File: src/rtl/layer00_seq_if.sv
// Control/status bundle between the layer sequencer and its environment:
// frame control, MAC issue strobe with pixel coordinates, and result return.
interface layer00_seq_if #(
    parameter int COL_W = 9
);
    logic             iStart;
    logic [COL_W-1:0] iCols;
    logic [COL_W-1:0] iRows;
    logic             iW_ready;
    logic             iStall;
    logic             iOut_vld;
    logic             oMac_vld;
    logic [COL_W-1:0] oCol;
    logic [COL_W-1:0] oRow;
    logic             oBusy;
    logic             oDone;
    logic             oErr;

    modport master (
        output iStart, iCols, iRows, iW_ready, iStall, iOut_vld,
        input  oMac_vld, oCol, oRow, oBusy, oDone, oErr
    );

    modport slave (
        input  iStart, iCols, iRows, iW_ready, iStall, iOut_vld,
        output oMac_vld, oCol, oRow, oBusy, oDone, oErr
    );
endinterface

File: src/rtl/layer00_seq.sv
// Layer sequencer: walks a cols x rows output frame, issuing pixels to the MAC bank
// under an outstanding-result cap. LAYER00_SEQ_TIMEOUT_EN adds a DRAIN watchdog.
//
// state | meaning
// IDLE  | waiting for iStart
// WLOAD | waiting for kernels (iW_ready)
// RUN   | issuing pixels
// DRAIN | all pixels issued, waiting for outstanding results
// DONE  | one-cycle completion pulse
module layer00_seq #(
    parameter int COL_W    = 9,
    parameter int PIPE_LAT = 8,
    parameter int MAX_OUT  = 16
) (
    input  logic         clk,
    input  logic         rst,
    layer00_seq_if.slave bus
);
    localparam int OUT_W = $clog2(MAX_OUT + 1);
    localparam logic [OUT_W-1:0] OUT_MAX = OUT_W'(MAX_OUT);
    localparam logic [COL_W-1:0] ONE     = COL_W'(1);

    typedef enum logic [2:0] {IDLE, WLOAD, RUN, DRAIN, DONE} state_t;

    state_t           state;
    state_t           stateNext;
    logic [COL_W-1:0] colsLat;
    logic [COL_W-1:0] rowsLat;
    logic [COL_W-1:0] col;
    logic [COL_W-1:0] row;
    logic [OUT_W-1:0] outCnt;
    logic [OUT_W-1:0] outNext;
    logic             err;
    logic             startAcc;
    logic             issue;
    logic             lastCol;
    logic             lastPix;
    logic             underflow;
    logic             timeout;

    assign startAcc  = (state == IDLE) && bus.iStart;
    assign issue     = (state == RUN) && bus.iW_ready && !bus.iStall
                       && (outCnt < OUT_MAX) && !rst;
    assign lastCol   = (col == colsLat - ONE);
    assign lastPix   = lastCol && (row == rowsLat - ONE);
    assign underflow = bus.iOut_vld && (outCnt == '0) && !issue;

    always_comb begin
        outNext = outCnt;
        if (issue && !bus.iOut_vld) begin
            outNext = outCnt + 1'b1;
        end else if (!issue && bus.iOut_vld && (outCnt != '0)) begin
            outNext = outCnt - 1'b1;
        end
    end

`ifdef LAYER00_SEQ_TIMEOUT_EN
    // wdCnt = cycles elapsed since the last result (or DRAIN entry); the DONE
    // cycle lands 4*PIPE_LAT cycles after the last result.
    localparam int WD_W = $clog2(4 * PIPE_LAT);
    localparam logic [WD_W-1:0] WD_LAST = WD_W'(4 * PIPE_LAT - 1);

    logic [WD_W-1:0] wdCnt;

    assign timeout = (state == DRAIN) && !bus.iOut_vld && (wdCnt == WD_LAST);

    always_ff @(posedge clk) begin
        if (rst || (state != DRAIN) || bus.iOut_vld) begin
            wdCnt <= WD_W'(1);
        end else if (wdCnt != WD_LAST) begin
            wdCnt <= wdCnt + 1'b1;
        end
    end
`else
    // No watchdog; PIPE_LAT only sizes the watchdog when it is built.
    assign timeout = 1'b0 & (PIPE_LAT < 0);
`endif

    always_ff @(posedge clk) begin
        if (rst) begin
            state <= IDLE;
        end else begin
            state <= stateNext;
        end
    end

    always_comb begin
        stateNext = state;
        case (state)
            IDLE: begin
                if (bus.iStart) begin
                    stateNext = ((bus.iCols == '0) || (bus.iRows == '0)) ? DONE : WLOAD;
                end
            end
            WLOAD: begin
                if (bus.iW_ready) stateNext = RUN;
            end
            RUN: begin
                if (issue && lastPix) stateNext = DRAIN;
            end
            DRAIN: begin
                if (timeout || (outNext == '0)) stateNext = DONE;
            end
            DONE: begin
                stateNext = IDLE;
            end
            default: begin
                stateNext = IDLE;
            end
        endcase
    end

    always_ff @(posedge clk) begin
        if (rst) begin
            colsLat <= '0;
            rowsLat <= '0;
            col     <= '0;
            row     <= '0;
            outCnt  <= '0;
            err     <= 1'b0;
        end else begin
            outCnt <= outNext;
            if (startAcc) begin
                colsLat <= bus.iCols;
                rowsLat <= bus.iRows;
                col     <= '0;
                row     <= '0;
            end else if (issue && !lastPix) begin
                if (lastCol) begin
                    col <= '0;
                    row <= row + ONE;
                end else begin
                    col <= col + ONE;
                end
            end
            // A fault in the same cycle as a start still leaves the flag set.
            if (underflow || timeout) begin
                err <= 1'b1;
            end else if (startAcc) begin
                err <= 1'b0;
            end
        end
    end

    assign bus.oMac_vld = issue;
    assign bus.oCol     = col;
    assign bus.oRow     = row;
    assign bus.oBusy    = !rst && ((state == WLOAD) || (state == RUN) || (state == DRAIN));
    assign bus.oDone    = !rst && (state == DONE);
    assign bus.oErr     = err;
endmodule

File: src/flat_wrapper.sv
// flat-port wrapper written by rule: the top's interface ports become plain ports
module layer00_seq_flat 
#(
    parameter int COL_W    = 9,
    parameter int PIPE_LAT = 8,
    parameter int MAX_OUT  = 16
)
  (clk, rst, bus_iStart, bus_iCols, bus_iRows, bus_iW_ready, bus_iStall, bus_iOut_vld, bus_oMac_vld, bus_oCol, bus_oRow, bus_oBusy, bus_oDone, bus_oErr);
  layer00_seq_if #(.COL_W(COL_W)) bus_i ();
  input  logic clk;
  input  logic rst;
  input wire logic [$bits(bus_i.iStart)-1:0] bus_iStart;
  input wire logic [$bits(bus_i.iCols)-1:0] bus_iCols;
  input wire logic [$bits(bus_i.iRows)-1:0] bus_iRows;
  input wire logic [$bits(bus_i.iW_ready)-1:0] bus_iW_ready;
  input wire logic [$bits(bus_i.iStall)-1:0] bus_iStall;
  input wire logic [$bits(bus_i.iOut_vld)-1:0] bus_iOut_vld;
  output wire logic [$bits(bus_i.oMac_vld)-1:0] bus_oMac_vld;
  output wire logic [$bits(bus_i.oCol)-1:0] bus_oCol;
  output wire logic [$bits(bus_i.oRow)-1:0] bus_oRow;
  output wire logic [$bits(bus_i.oBusy)-1:0] bus_oBusy;
  output wire logic [$bits(bus_i.oDone)-1:0] bus_oDone;
  output wire logic [$bits(bus_i.oErr)-1:0] bus_oErr;
  assign bus_i.iStart = bus_iStart;
  assign bus_i.iCols = bus_iCols;
  assign bus_i.iRows = bus_iRows;
  assign bus_i.iW_ready = bus_iW_ready;
  assign bus_i.iStall = bus_iStall;
  assign bus_i.iOut_vld = bus_iOut_vld;
  assign bus_oMac_vld = bus_i.oMac_vld;
  assign bus_oCol = bus_i.oCol;
  assign bus_oRow = bus_i.oRow;
  assign bus_oBusy = bus_i.oBusy;
  assign bus_oDone = bus_i.oDone;
  assign bus_oErr = bus_i.oErr;
  layer00_seq #(.COL_W(COL_W), .PIPE_LAT(PIPE_LAT), .MAX_OUT(MAX_OUT)) u_core (.clk(clk), .rst(rst), .bus(bus_i));
endmodule
File: config.mk
export PLATFORM = sky130hd
export DESIGN_NAME = layer00_seq_flat
export DESIGN_NICKNAME = d
export VERILOG_FILES = /design/src/rtl/layer00_seq_if.sv /design/src/rtl/layer00_seq.sv /design/src/flat_wrapper.sv
export SDC_FILE = /design/constraint.sdc
export NUM_CORES = 1
export LEC_CHECK = 0
export BUFFER_PORTS_ARGS = -buffer_cell sky130_fd_sc_hd__buf_2
export CAP_MARGIN = 25
export CORE_MARGIN = 2
export CORE_UTILIZATION = 30
export CTS_CLUSTER_DIAMETER = 40
export CTS_CLUSTER_SIZE = 28
export DETAILED_ROUTE_END_ITERATION = 8
export REMOVE_ABC_BUFFERS = 1
export SYNTH_ARGS = -nofsm -noshare
export SYNTH_HDL_FRONTEND = slang
export SYNTH_SLANG_ARGS = --single-unit
export TNS_END_PERCENT = 100
File: constraint.sdc
create_clock -name clk -period 4.95 [get_ports clk]
set_clock_uncertainty 0.15 [all_clocks]
set_input_delay 0.99 -clock clk [delete_from_list [all_inputs] [get_ports clk]]
set_output_delay 0.99 -clock clk [all_outputs]
set_load 0.005 [all_outputs]
==> results of run 1 <==
-- tightest hold or removal path, delay by kind of cell, from the launching register on --
family | cells | cell delay, ps
flip-flops | 1 | 330
AO/OA/AOI/OAI | 1 | 50
AND/OR/NAND/NOR | 1 | 60
-- per-layer routing --
layer	vias up	wire [um]	track usage, %
met5	-	0	0
li1	1508	-	-
met3	8	378	1.447
met2	90	3800	24.67
met4	0	86	3.861
met1	1404	3727	19.71
-- cells in the final DEF, fill, tap and decap left out, types with 5 or more instances in the layout --
cell type	n
a21oi_1	40
and2_1	6
buf_2	45
clkbuf_8	6
dfxtp_1	45
ha_1	7
inv_1	16
nand2_1	49
nand3_1	13
nand4_1	6
nor2_1	24
nor3_1	11
nor3b_1	6
o21ai_0	16
o31ai_1	7
or3_1	7
or3_2	5
or4_1	8
xnor2_1	10
xor2_1	8
-- worst paths after layout --
path | cells after the start | endpoint | start | slack [ps]
hold reg to reg | 2 | u_core.colsLat[8]$_SDFFE_PP0P_ | u_core.colsLat[8]$_SDFFE_PP0P_ | 330
hold / removal | 2 | u_core.colsLat[8]$_SDFFE_PP0P_ | u_core.colsLat[8]$_SDFFE_PP0P_ | 330
setup / recovery | 5 | bus_oMac_vld | rst | 970
setup reg to reg | 9 | u_core.bus.oCol[8]$_SDFFE_PP0P_ | u_core.colsLat[0]$_SDFFE_PP0P_ | 1670
-- synth_stat cells (3+ instances only) --
| cell | number |
|---|---|
| o211ai_1 | 3 |
| and3_1 | 3 |
| nor3_1 | 11 |
| nor4_1 | 4 |
| nand3b_1 | 4 |
| nand2_1 | 49 |
| xnor2_1 | 10 |
| o31ai_1 | 7 |
| a21boi_0 | 3 |
| nand4_1 | 6 |
| o21ai_0 | 16 |
| or2_2 | 4 |
| xor2_1 | 8 |
| or4_1 | 8 |
| a31oi_1 | 4 |
| nor2_1 | 24 |
| buf_2 | 4 |
| or4b_2 | 3 |
| nand4b_1 | 4 |
| or3_1 | 7 |
| nand3_1 | 13 |
| or3_2 | 5 |
| a221oi_1 | 4 |
| inv_1 | 16 |
| a21oi_1 | 40 |
| dfxtp_1 | 45 |
| clkbuf_1 | 13 |
| nor3b_1 | 6 |
| and2_1 | 6 |
| ha_1 | 7 |
| nor2b_1 | 3 |
-- registers in the layout, summed over array words and instances, names as in the netlist --
| signal | count |
|---|---|
| u_core.bus.oCol | 9 |
| u_core.bus.oRow | 9 |
| u_core.state | 3 |
| u_core.colsLat | 9 |
| u_core.outCnt | 5 |
| u_core.bus.oErr | 1 |
| u_core.rowsLat | 9 |
-- stage by stage --
step | setup slack (ps) | utilization, % | std cells
6_report | 974.9 | 34.93 | 554
5_1_grt | 798.5 | 34.93 | 554
4_1_cts | 1015 | 34.93 | 554
3_5_place_dp | 1012 | 34.04 | 547
3_3_place_gp | 1113 | 34.04 | 547
2_1_floorplan | 1800 | - | 368
-- cell families (layout without fill, tap and decap cells) --
kind of cell / Yosys count / after routing / share of synthesized area, %
compound gates: 105 / 105 / 23.40
flops: 45 / 45 / 30.14
mux: 1 / 1 / 0.3349
simple gates: 176 / 176 / 33.15
xor+xnor: 18 / 18 / 5.274
buf+inv: 36 / 69 / 4.772
fa+ha+maj: 7 / 7 / 2.930
-- where the power goes --
group | switching (W) | leakage [nW] | internal, W | total (W)
registers | 0.0000608 | 0.367 | 0.000398 | 0.000459
logic | 0.000203 | 0.888 | 0.000168 | 0.000371
clock network | 0.000122 | 0.0443 | 0.000111 | 0.000233
-- cell type report --
type                            instances  area share (%)
Clock buffer                            7           2.541
Inverter                               16           1.767
Multi-Input combinational cell        307           57.44
Sequential cell                        45           26.51
Tap cell                              133           4.897
Timing Repair Buffer                   46           6.848
==> impl_metrics.tcl, run 1 <==
set metrics [dict create \
    ant_nets 0 \
    edff_count_synth 0 \
    cts_root_buf "clkbuf_8" \
    grt.total_usage_pct 14.55 \
    detailroute.via_count 3010 \
    fillers 1074 \
    synth_seq_area_share_pct 30.14 \
    drt-wirelength-per-cell_um 14.43 \
    synthDominantCellAreaShare_pct 30.14 \
    io_buffer_count 45 \
    irDropWorstVdd_mv 0.1891 \
    timing.setup.tns_ps 0 \
    grt_first_pass_wirelength_um 13150 \
    synth.ff_latch_count 45 \
    tritoncts_clock_tree "yes" \
    clock_path_buffers 2 \
    numCtsBuffers 5 \
    pwr_density_cell_nw_per_um2 312.8 \
    antenna_cells_inserted 0 \
    vias_per_cell 5.433 \
    whs_ps 333.7 \
    maximum_number_of_pins_on_one_net_before_global_route_repair 30 \
    cts_resized 0 \
    maxCapViolations 0 \
    synthToLayoutAreaGrowth_pct 13.69 \
    cp_data_arrival_time_ps 2840 \
    setup_bufs_post_cts 0 \
    final_nets 452 \
    max_stage_delay_ps 600 \
    fin_crit_sh_pct 80.30 \
    ios 46 \
    p_total_w 0.001063 \
    first_global_vias 2698 \
    dr.pass1.iters 4 \
    cts_htree_levels 2 \
    cp_cell_sequence "buf_2 -> nor4b_2 -> nand2_1 -> inv_1 -> buf_2" \
    tightest_slew_ps 1016 \
    routed_wirelength_um 7993 \
    synthesis.instances 388 \
    drc_violations_left 0 \
    synth_area_leader_cell "dfxtp_1" \
    post_synth_instance_area_um2 2989 \
    holdBufCountCts 0 \
    post_synth.cell_area_avg_um2 7.704 \
    worst_hold_path_type "reg2reg" \
    layout.area.seq_um2 900.9 \
    max-slew-margin-rel_pct 32.18 \
    dpl.hpwl_um 5935 \
    die_width_um 103.8 \
    run_status "complete, no violations" \
    cpMaxStageDelayCell "nor4b_2" \
    clk_pin_slew_worst_paths_ps 80 \
    die-area_um2 10780 \
    placementRows 36 \
    worstSetupPathType "in2out" \
    setup_viol_count_final 0 \
    power.static_leakage_nw 1.299 \
    timing.critical_path.required_ps 3810 \
    timing.final.hold_violations 0 \
    start_util_pct 30.72 \
    post-route-min-period_ps 3975 \
    timing.critical_path.to_type "primary output" \
    cp_common_cell "buf_2" \
    global_route.overflow_total 0 \
    postSynth.topFlopCell "dfxtp_1" \
    post_place_cell_area_um2 3312 \
    final_layout_size_suffix_gt1_share_pct 17.81 \
    timing_max_transition_violations_final 0 \
    crit_path_max_fanout 29 \
    detail_route.iter0.violations 196 \
    post_synth_num_cell_types 64 \
    clock_latency_ps 290 \
    post_layout_inst_area_um2 3398 \
    grt_antenna_before_repair 0 \
    synth.area.top_cells "dfxtp_1, a21oi_1, nand2_1, nor2_1, ha_1" \
    tritoncts_num_sinks 45 \
    place.gp.congestion 0.8602 \
    cp-start-kind "input port" \
    multi_input_comb_area_um2 1952 \
    floorplan_core_area_um2 9729 \
    timing.fmax_ghz 0.2516 \
    die_h_um 103.8 \
    cp.buffers_inverters 3 \
    async_sr_flop_fraction_pct 0 \
    unrepaired_setup_endpoints_after_global_routing "no" \
    timing.critical_path.max_delay_family "simple AND/OR/NAND/NOR gates" \
    synthesis.yosys.warnings 0 \
]
Power figures use the tool's default switching activity.
==> run 2: changes to the inputs <==
--- a/config.mk
+++ b/config.mk
@@ -5,6 +5,7 @@
 export SDC_FILE = /design/constraint.sdc
 export NUM_CORES = 1
 export LEC_CHECK = 0
+export ABC_AREA = 1
 export BUFFER_PORTS_ARGS = -buffer_cell sky130_fd_sc_hd__buf_2
 export CAP_MARGIN = 25
 export CORE_MARGIN = 2
==> constraint.sdc (replaced) <==
create_clock -name clk -period 3.4 [get_ports clk]
set_clock_uncertainty 0.15 [all_clocks]
set_input_delay 0.68 -clock clk [delete_from_list [all_inputs] [get_ports clk]]
set_output_delay 0.68 -clock clk [all_outputs]
set_load 0.005 [all_outputs]
==> run 2 against run 1 <==
  * Flip-flop and latch count is the same
  * Clock-buffer cell count down 1
  * Largest power group is now combinational logic
  * Wire length shrank 2.1%
  * Critical path depth rose by 2
  * First-iteration DRC count fell by 47%
  * Die area fell by 0.37%
  * Synthesized cell count up 22%
  * Critical path type unchanged
  * Synthesized area shrank 0.38%
  * Power grew 110%
  * Core utilization grew 0.68 points
  * Critical endpoint unchanged
==> impl_metrics.tcl, run 2 <==
set metrics [dict create \
    crit_path_max_fanout 16 \
    worstSetupPathType "in2out" \
    ios 46 \
    grt_first_pass_wirelength_um 13120 \
    power.static_leakage_nw 1.689 \
    final_cell_mix "nand2_1, inv_1, nand3_1" \
    p_total_w 0.002242 \
    maximum_number_of_pins_on_one_net_before_global_route_repair 33 \
    timing.final.hold_violations 0 \
    clk_pin_slew_worst_paths_ps 90 \
    irDropWorstVdd_mv 0.4463 \
    place.gp.congestion 0.9028 \
    layout.area.seq_um2 900.9 \
    whs_ps 337.7 \
    clock_path_buffers 2 \
    clock_latency_ps 300 \
    grt_antenna_before_repair 0 \
    die-area_um2 10740 \
    antenna_cells_inserted 0 \
    synthesis.yosys.warnings 0 \
    global_route.overflow_total 0 \
    timing_max_transition_violations_final 0 \
    drc_violations_left 0 \
    setup.reg_to_reg.worst_slack_ps 980 \
    setup_bufs_post_cts 0 \
    cts_root_buf "clkbuf_8" \
    floorplan_core_area_um2 9684 \
    cpMaxStageDelayCell "inv_1" \
    run_status "complete, no violations" \
    timing.critical_path.required_ps 2570 \
    multi_input_comb_area_um2 1757 \
    routed_wirelength_um 7826 \
    post_synth_instance_area_um2 2978 \
    detailroute.via_count 3025 \
    die_width_um 103.6 \
    worst_hold_path_type "reg2reg" \
    pwr_density_cell_nw_per_um2 650.1 \
    post_synth.cell_area_avg_um2 6.296 \
    most_common_library_cell_in_the_layout_ignoring_fill_and_taps "nand2_1" \
    post_synth_num_cell_types 31 \
    holdBufCountCts 0 \
    tritoncts_num_sinks 45 \
    timing.fmax_ghz 0.4111 \
    dr.pass1.iters 5 \
    io_buffer_count 45 \
    edff_count_synth 0 \
    postSynth.topFlopCell "dfxtp_1" \
    drt-wirelength-per-cell_um 12.00 \
    tightest_slew_ps 398.7 \
    async_sr_flop_fraction_pct 0 \
    synth_area_leader_cell "dfxtp_1" \
    maxCapViolations 0 \
    ant_nets 0 \
    fillers 1030 \
    fin_crit_sh_pct 71.54 \
    synth_seq_area_share_pct 30.25 \
    dpl.hpwl_um 6262 \
    final_layout_size_suffix_gt1_share_pct 14.64 \
    cts_htree_levels 2 \
    cp_common_cell "buf_2" \
    first_global_vias 2890 \
    synthDominantCellAreaShare_pct 30.25 \
    synth.most_common_cell "nand2_1" \
    start_util_pct 30.75 \
    post-route-min-period_ps 2432 \
    vias_per_cell 4.640 \
    cp_data_arrival_time_ps 1600 \
    die_h_um 103.6 \
    timing.setup.tns_ps 0 \
    placementRows 36 \
    synth.ff_latch_count 45 \
    detail_route.iter0.violations 104 \
    grt.total_usage_pct 14.59 \
    numCtsBuffers 5 \
    cp_cell_sequence "buf_2 -> clkinv_2 -> nand2_1 -> nor2_2 -> nand2_4 -> inv_1 -> buf_2" \
    final_nets 549 \
    cts_resized 0 \
    timing.critical_path.to_type "primary output" \
    synthToLayoutAreaGrowth_pct 15.80 \
    post_synth_most_frequent_cells "nand2_1, inv_1, nand3_1" \
    cp-start-kind "input port" \
    max-slew-margin-rel_pct 73.36 \
    unrepaired_setup_endpoints_after_global_routing "no" \
    synth.area.top_cells "dfxtp_1, nand2_1, nand3_1, inv_1, nor2_1" \
    synthesis.instances 473 \
    max_stage_delay_ps 160 \
    tritoncts_clock_tree "yes" \
    setup_viol_count_final 0 \
]
==> run 2: power by group <==
group          internal [W]  switching (W)
Clock              0.000221       0.000195
Combinational      0.000401       0.000701
Sequential         0.000627      0.0000961
Total               0.00125       0.000992
==> run 2: routing by layer <==
metal  global-route usage, %  vias to the layer above  part of all wire, %
met2                   24.69                       74                   46
met1                   18.82                     1343                   48
met5                       0                        -                    0
met4                   4.440                        0                 0.79
li1                        -                     1600                    -
met3                   2.769                        8                  4.3
==> run 2: critical path, delay by kind of cell <==
| kind | cells | cell delay [ps] |
|---|---|---|
| buffers and inverters | 4 | 570 |
| and+or+nand+nor | 3 | 350 |
==> run 2: cell families after synthesis <==
family	synth area share (%)
buffers and inverters	10.76
AND/OR/NAND/NOR	39.33
XOR/XNOR	6.177
adder cells (fa/ha/maj)	2.941
flip-flops	30.25
AO/OA/AOI/OAI	10.55
==> run 2: final timing paths <==
check,cells after the start,to,startpoint
setup / recovery,7,bus_oMac_vld,rst
hold / removal,2,u_core.colsLat[8]$_SDFFE_PP0P_,u_core.colsLat[8]$_SDFFE_PP0P_
setup reg to reg,14,u_core.bus.oRow[0]$_SDFFE_PP0P_,u_core.colsLat[0]$_SDFFE_PP0P_
hold reg to reg,2,u_core.colsLat[8]$_SDFFE_PP0P_,u_core.colsLat[8]$_SDFFE_PP0P_
==> run 2: metrics by stage <==
step	utilization, %	instances	worst slack, ps	area (um^2)
floorplan	-	463	1111	2923
global placement	34.46	644	896.2	3337
detailed placement	34.46	644	852.5	3337
CTS	35.61	652	942.6	3448
global route	35.61	652	775.5	3448
finish	35.61	652	967.6	3448
==> run 2: cell type report <==
type	count	area share, %
multi-input combinational	349	50.94
sequential	45	26.12
inverter	69	7.692
timing repair buffer	48	7.184
tap	133	4.826
clock buffer	6	2.104
clock inverter	2	1.125
